===== config.mk =====
export PLATFORM = sky130hd
export DESIGN_NAME = fetch_ctrl
export DESIGN_NICKNAME = d
export VERILOG_FILES = /design/src/rtl/fetch_pkg.sv /design/src/rtl/fetch_perf_cnt.sv /design/src/rtl/fetch_ctrl.sv
export SDC_FILE = /design/constraint.sdc
export NUM_CORES = 1
export LEC_CHECK = 0
export ABC_AREA = 1
export BUFFER_PORTS_ARGS = -buffer_cell sky130_fd_sc_hd__buf_2
export CORE_MARGIN = 5
export CORE_UTILIZATION = 40
export CTS_CLUSTER_DIAMETER = 30
export DETAILED_ROUTE_END_ITERATION = 8
export REMOVE_ABC_BUFFERS = 1
export SETUP_SLACK_MARGIN = 0.02
export SYNTH_ARGS = -nofsm -noshare
export SYNTH_HDL_FRONTEND = slang
export SYNTH_SLANG_ARGS = --single-unit
export TNS_END_PERCENT = 1

===== constraint.sdc =====
create_clock -name clk -period 2.7 [get_ports clk]
set_input_delay 0.54 -clock clk [delete_from_list [all_inputs] [get_ports clk]]
set_output_delay 0.54 -clock clk [all_outputs]
set_load 0.005 [all_outputs]

===== src/rtl/fetch_pkg.sv =====
// ============================================================================
//  Module  : fetch_pkg
//  Purpose : Shared types for the fetch controller and the PC next-address
//            mux: FSM state encoding, PC-source select encoding and the
//            squash-counter width.
//  Rev     : 1.0  initial release
// ============================================================================
`default_nettype none

package fetch_pkg;

    // Fetch controller FSM states
    typedef enum logic [1:0] {
        IDLE     = 2'b00,
        RUN      = 2'b01,
        REDIRECT = 2'b10
    } fetch_state_t;

    // Next-PC mux select, shared with the PC mux
    typedef enum logic [1:0] {
        PCSRC_PLUS4  = 2'b00,
        PCSRC_BRANCH = 2'b01,
        PCSRC_JALR   = 2'b10
    } pcsrc_t;

    // Squash counter width; holds FLUSH_DEPTH-1 for FLUSH_DEPTH up to 15
    localparam int unsigned c_SQUASH_CNT_W = 4;

    // jalr result wins over the branch/jal target when both are flagged
    function automatic pcsrc_t redirect_src(input logic jalr);
        return jalr ? PCSRC_JALR : PCSRC_BRANCH;
    endfunction

endpackage

`default_nettype wire


===== src/rtl/fetch_perf_cnt.sv =====
// ============================================================================
//  Module  : fetch_perf_cnt
//  Purpose : Three free-running performance counters for the fetch
//            controller: accepted redirects, stall cycles, running cycles.
//            Counters wrap at 2^CNT_WIDTH and are cleared synchronously by
//            clr (which wins over any increment in the same cycle).
//  Ports   : clk, rst           clock / async active-high reset
//            clr                clear all counters
//            inc_redirect       count one accepted redirect
//            inc_stall          count one stall cycle
//            inc_cycle          count one running cycle
//            perf_redirects, perf_stalls, perf_cycles  counter values
//  Rev     : 1.0  initial release
// ============================================================================
`default_nettype none

module fetch_perf_cnt #(
    parameter int CNT_WIDTH = 32
) (
    input  logic                 clk,
    input  logic                 rst,
    input  logic                 clr,
    input  logic                 inc_redirect,
    input  logic                 inc_stall,
    input  logic                 inc_cycle,
    output logic [CNT_WIDTH-1:0] perf_redirects,
    output logic [CNT_WIDTH-1:0] perf_stalls,
    output logic [CNT_WIDTH-1:0] perf_cycles
);

    logic [CNT_WIDTH-1:0] r_redirects;
    logic [CNT_WIDTH-1:0] r_stalls;
    logic [CNT_WIDTH-1:0] r_cycles;

    always_ff @(posedge clk or posedge rst) begin
        if (rst) begin
            r_redirects <= '0;
            r_stalls    <= '0;
            r_cycles    <= '0;
        end else if (clr) begin
            r_redirects <= '0;
            r_stalls    <= '0;
            r_cycles    <= '0;
        end else begin
            if (inc_redirect) r_redirects <= r_redirects + 1'b1;
            if (inc_stall)    r_stalls    <= r_stalls + 1'b1;
            if (inc_cycle)    r_cycles    <= r_cycles + 1'b1;
        end
    end

    assign perf_redirects = r_redirects;
    assign perf_stalls    = r_stalls;
    assign perf_cycles    = r_cycles;

endmodule

`default_nettype wire


===== src/rtl/fetch_ctrl.sv =====
// ============================================================================
//  Module  : fetch_ctrl
//  Purpose : Fetch sequencing. Selects the next-PC source each cycle and
//            produces PC-enable, F/D stall and F/D, D/E flush controls from
//            execute-stage redirects, load-use hazards and imem readiness.
//            Outputs are Mealy (state + current inputs) so the PC mux sees
//            a redirect in the same cycle it resolves.
//  Config  : `define FETCH_CTRL_PERF_CNT_EN adds perf_redirects, perf_stalls
//            and perf_cycles (CNT_WIDTH bits each).
//  Ports   : clk, rst                 clock / async active-high reset
//            trigger                  run enable (low holds core at PC 0)
//            valid_e, branch_taken_e,
//            jal_e, jalr_e            execute-stage redirect sources
//            load_use                 load-use hazard from hazard unit
//            imem_ready               instruction memory data valid
//            pcsrc                    next-PC select (00 +4, 01 imm, 10 jalr)
//            pc_en                    PC register write enable
//            stall_d                  hold F/D register
//            flush_d, flush_e         clear F/D, D/E registers
//            running                  FSM active (RUN/REDIRECT) with trigger
//  Rev     : 1.0  initial release
// ============================================================================
`default_nettype none

module fetch_ctrl
    import fetch_pkg::*;
#(
    parameter int FLUSH_DEPTH = 2
`ifdef FETCH_CTRL_PERF_CNT_EN
    ,
    parameter int CNT_WIDTH   = 32
`endif
) (
    input  logic       clk,
    input  logic       rst,
    input  logic       trigger,
    input  logic       valid_e,
    input  logic       branch_taken_e,
    input  logic       jal_e,
    input  logic       jalr_e,
    input  logic       load_use,
    input  logic       imem_ready,
    output logic [1:0] pcsrc,
    output logic       pc_en,
    output logic       stall_d,
    output logic       flush_d,
    output logic       flush_e,
    output logic       running
`ifdef FETCH_CTRL_PERF_CNT_EN
    ,
    output logic [CNT_WIDTH-1:0] perf_redirects,
    output logic [CNT_WIDTH-1:0] perf_stalls,
    output logic [CNT_WIDTH-1:0] perf_cycles
`endif
);

    localparam logic [c_SQUASH_CNT_W-1:0] c_CNT_LOAD =
        c_SQUASH_CNT_W'(FLUSH_DEPTH - 1);

    fetch_state_t                r_state;
    fetch_state_t                w_next_state;
    logic [c_SQUASH_CNT_W-1:0]   r_cnt;
    logic [c_SQUASH_CNT_W-1:0]   w_next_cnt;
    pcsrc_t                      w_pcsrc;
    logic                        w_redirect;
    logic                        w_redirect_acc;

    assign w_redirect = valid_e & (branch_taken_e | jal_e | jalr_e);

    always_ff @(posedge clk or posedge rst) begin
        if (rst) begin
            r_state <= IDLE;
            r_cnt   <= '0;
        end else begin
            r_state <= w_next_state;
            r_cnt   <= w_next_cnt;
        end
    end

    always_comb begin
        // Idle/reset output set; active states override below
        w_next_state   = r_state;
        w_next_cnt     = r_cnt;
        w_pcsrc        = PCSRC_PLUS4;
        w_redirect_acc = 1'b0;
        pc_en          = 1'b0;
        stall_d        = 1'b0;
        flush_d        = 1'b1;
        flush_e        = 1'b1;
        running        = 1'b0;

        case (r_state)
            IDLE: begin
                // First fetch after trigger comes from PC 0, so the PC is
                // not advanced here.
                if (trigger) begin
                    w_next_state = RUN;
                end
            end

            RUN, REDIRECT: begin
                if (!trigger) begin
                    w_next_state = IDLE;
                    w_next_cnt   = '0;
                end else begin
                    running = 1'b1;
                    flush_d = 1'b0;
                    flush_e = 1'b0;
                    // Redirects are only honoured in RUN; in REDIRECT they
                    // come from wrong-path instructions being squashed.
                    // A redirect writes the PC even without imem_ready: the
                    // pending fetch is dropped by flush_d.
                    if (r_state == RUN && w_redirect) begin
                        w_redirect_acc = 1'b1;
                        w_pcsrc        = redirect_src(jalr_e);
                        pc_en          = 1'b1;
                        flush_d        = 1'b1;
                        flush_e        = 1'b1;
                        if (FLUSH_DEPTH > 1) begin
                            w_next_state = REDIRECT;
                            w_next_cnt   = c_CNT_LOAD;
                        end
                    end else if (load_use) begin
                        stall_d = 1'b1;
                        flush_e = 1'b1;
                    end else if (!imem_ready) begin
                        stall_d = 1'b1;
                    end else begin
                        pc_en = 1'b1;
                        // Squash window only advances on real fetches
                        if (r_state == REDIRECT) begin
                            if (r_cnt <= c_SQUASH_CNT_W'(1)) begin
                                w_next_cnt   = '0;
                                w_next_state = RUN;
                            end else begin
                                w_next_cnt = r_cnt - 1'b1;
                            end
                        end
                    end
                end
            end

            default: begin
                w_next_state = IDLE;
                w_next_cnt   = '0;
            end
        endcase
    end

    assign pcsrc = w_pcsrc;

`ifdef FETCH_CTRL_PERF_CNT_EN
    logic w_perf_clr;

    // Counters restart whenever the controller drops back to IDLE
    assign w_perf_clr = (r_state != IDLE) && (w_next_state == IDLE);

    fetch_perf_cnt #(
        .CNT_WIDTH (CNT_WIDTH)
    ) u_perf_cnt (
        .clk            (clk),
        .rst            (rst),
        .clr            (w_perf_clr),
        .inc_redirect   (w_redirect_acc),
        .inc_stall      (stall_d),
        .inc_cycle      (running),
        .perf_redirects (perf_redirects),
        .perf_stalls    (perf_stalls),
        .perf_cycles    (perf_cycles)
    );
`else
    logic w_unused_redirect_acc;
    assign w_unused_redirect_acc = w_redirect_acc;
`endif

endmodule

`default_nettype wire


==> run metrics <==
most used cell along the critical path nand2_1; number of global-route vias before repair 449; first-pass GRT wire length 1.88 mm; Pwr Density 1010 nW/um2; slowest cell on the critical path dfrtp_1; Post-Syn Instances 75; # setup viols final 0; setup TNS 0 ps; 1st-iter DRT viols 7; Top Ports 16; P_int 348 uW; Via Count 489; critical path, cell by cell inv_1 > ha_1 > nand2_1 > clkinv_2 > nand3_2 > nand2_1 > buf_2; Power Total 687 uW; combinational share of power 0.645; Die Y 47.6 um; Ys Warns 0; GRT Residual Overflow 0; area of the core region 1320 um2; hold slack final 206 ps; P_leak 0.392 nW; register area share after synthesis 0.265; DIE WIDTH 47.6 um; Max VDD drop 503 uV; final instance area 682 um2; largest net degree at the start of global routing 8; num rows 13; Hold Fails Final Rpt 0; fin crit share 0.769; Period minus WS final 2080 ps; R2R Path End r_state[1]; RD Place Congestion 0.773; Root Driver clkbuf_4; most frequent cells in the layout nand2_1 (21), buf_2 (15), inv_1 (11); number of setup buffers added after CTS 0; Hold Path Class input pin to async pin; Final ANT Viol Nets 0; CTS H-tree lvls 1; TritonRoute pass-1 iters 2; share of cells above drive strength 1 0.344; Startpoint Class register; Initial Util 0.429; crit end category output port; Critical Path RT 2160 ps; Setup Crit Path Kind register to output port; Syn Area/Cell 7.54 um2; switching power share of the total 0.494; clk_lat worst skew 250 ps; die area 2270 um2; NumNets Final 109; routed vias/inst 4.53; setup slack, reg-to-reg 1260 ps; CTS Hold Buffers Added 0; WL/cell 9.77 um; Worst path max stage delay 390 ps; Post-Syn Area 566 um2; Buf/Inv on CP 3; WP data arrival 1540 ps; number of buffers added on ports 15; skew final 2.96 ps; post_cts resized 0; dpl cell area 659 um2; hpwl dp 871 um; status complete, no violations; r2r startpoint r_state[0]; MaxCap Viol Count 0; initial antenna violation count 0; unrepaired setup endpoints after global routing no; Max Clock Freq 481 MHz; fin. max-slew vios 0; Max-Slew Margin vs Limit 0.806; Max Buffers Root-to-Sink 2; net switching power 339 uW; Top Family by Delay on Critical Path flip-flops; total wire length 1.06 mm; clk sinks 6; GRT Util Overall 0.119; fillers 135; synth-to-layout area growth 20.6%; Flop pwr share 0.231; Clk pwr share 0.123; CP max FO 7; reg2reg path depth 8; Worst Tran Pin Value 290 ps; flops & latches, synth 6; register clock-pin slew on the reported worst setup and hold paths 50 ps; CTS tree yes; Yosys cell types 20; most common cell after layout, fill and taps aside nand2_1; Remaining DRCs 0; diode count 0; CTS buffer count 3
-- logic make-up after synthesis --
logic type | synth area share
adder cells (fa/ha/maj) | 0.111
AND/OR/NAND/NOR | 0.431
XOR/XNOR | 0.0310
AO/OA/AOI/OAI | 0.0509
flip-flops | 0.265
buffers and inverters | 0.111
-- registers in the layout (all words and copies together), names as in the netlist --
signal   flops
r_cnt        4
r_state      2
-- layout make-up --
type	count	area [um2]	share of cell area
clock buffer	3	22.5	0.0330
tap	15	18.8	0.0275
multi-input combinational	53	353	0.517
inverter	16	62.6	0.0917
timing repair buffer	15	75.1	0.110
sequential	6	150	0.220
-- power groups by stage --
stage	sequential [mW]	clock, mW	combinational (mW)
floorplan	0.153	0	0.361
global placement	0.159	0	0.453
detailed placement	0.159	0	0.452
CTS	0.159	0.0889	0.454
global route	0.166	0.0927	0.513
finish	0.159	0.0847	0.443
-- how the worst max path moves through the flow --
stage,end,startpoint,depth (start not counted),slack [ps]
after detailed placement,pc_en,r_state[0],7,880
after CTS,pc_en,r_state[0],7,600
after global placement,pc_en,r_state[0],7,910
final,pc_en,r_state[0],7,620
after floorplan,pc_en,r_state[0],6,1050
after global routing,pc_en,r_state[0],7,480
-- per-stage QoR --
step | worst slack [ps] | util | cells
global placement | 910 | 0.500 | 105
finish | 623 | 0.518 | 108
global route | 482 | 0.518 | 108
CTS | 605 | 0.518 | 108
detailed placement | 879 | 0.500 | 105
floorplan | 1050 | - | 75
-- synth_stat cells, drive strengths merged --
cell    number  area [um2]
clkinv       3        13.8
nand3        8        70.1
ha           5        62.6
o21ai        2        10.0
a21oi        3        18.8
dfrtp        6         150
nor2         7        36.3
nor3         1        5.00
inv         13        48.8
xor2         2        17.5
nand2       25         133
-- metal layers --
layer	up-vias	track usage	share of wire
met1	218	0.159	0.47
li1	264	-	-
met5	-	0	0
met4	0	0	0
met2	7	0.179	0.46
met3	0	0.0677	0.064
-- worst reg2reg max path, cell delays in order (launching register included) --
cell	delay, ps
dfrtp_1	390
inv_1	60
ha_1	280
nand2_1	110
clkinv_2	140
nand3_4	130
nand3_1	110
nand2_1	80
nand2_1	50
No activity file was read; power rests on OpenSTA's default activity.
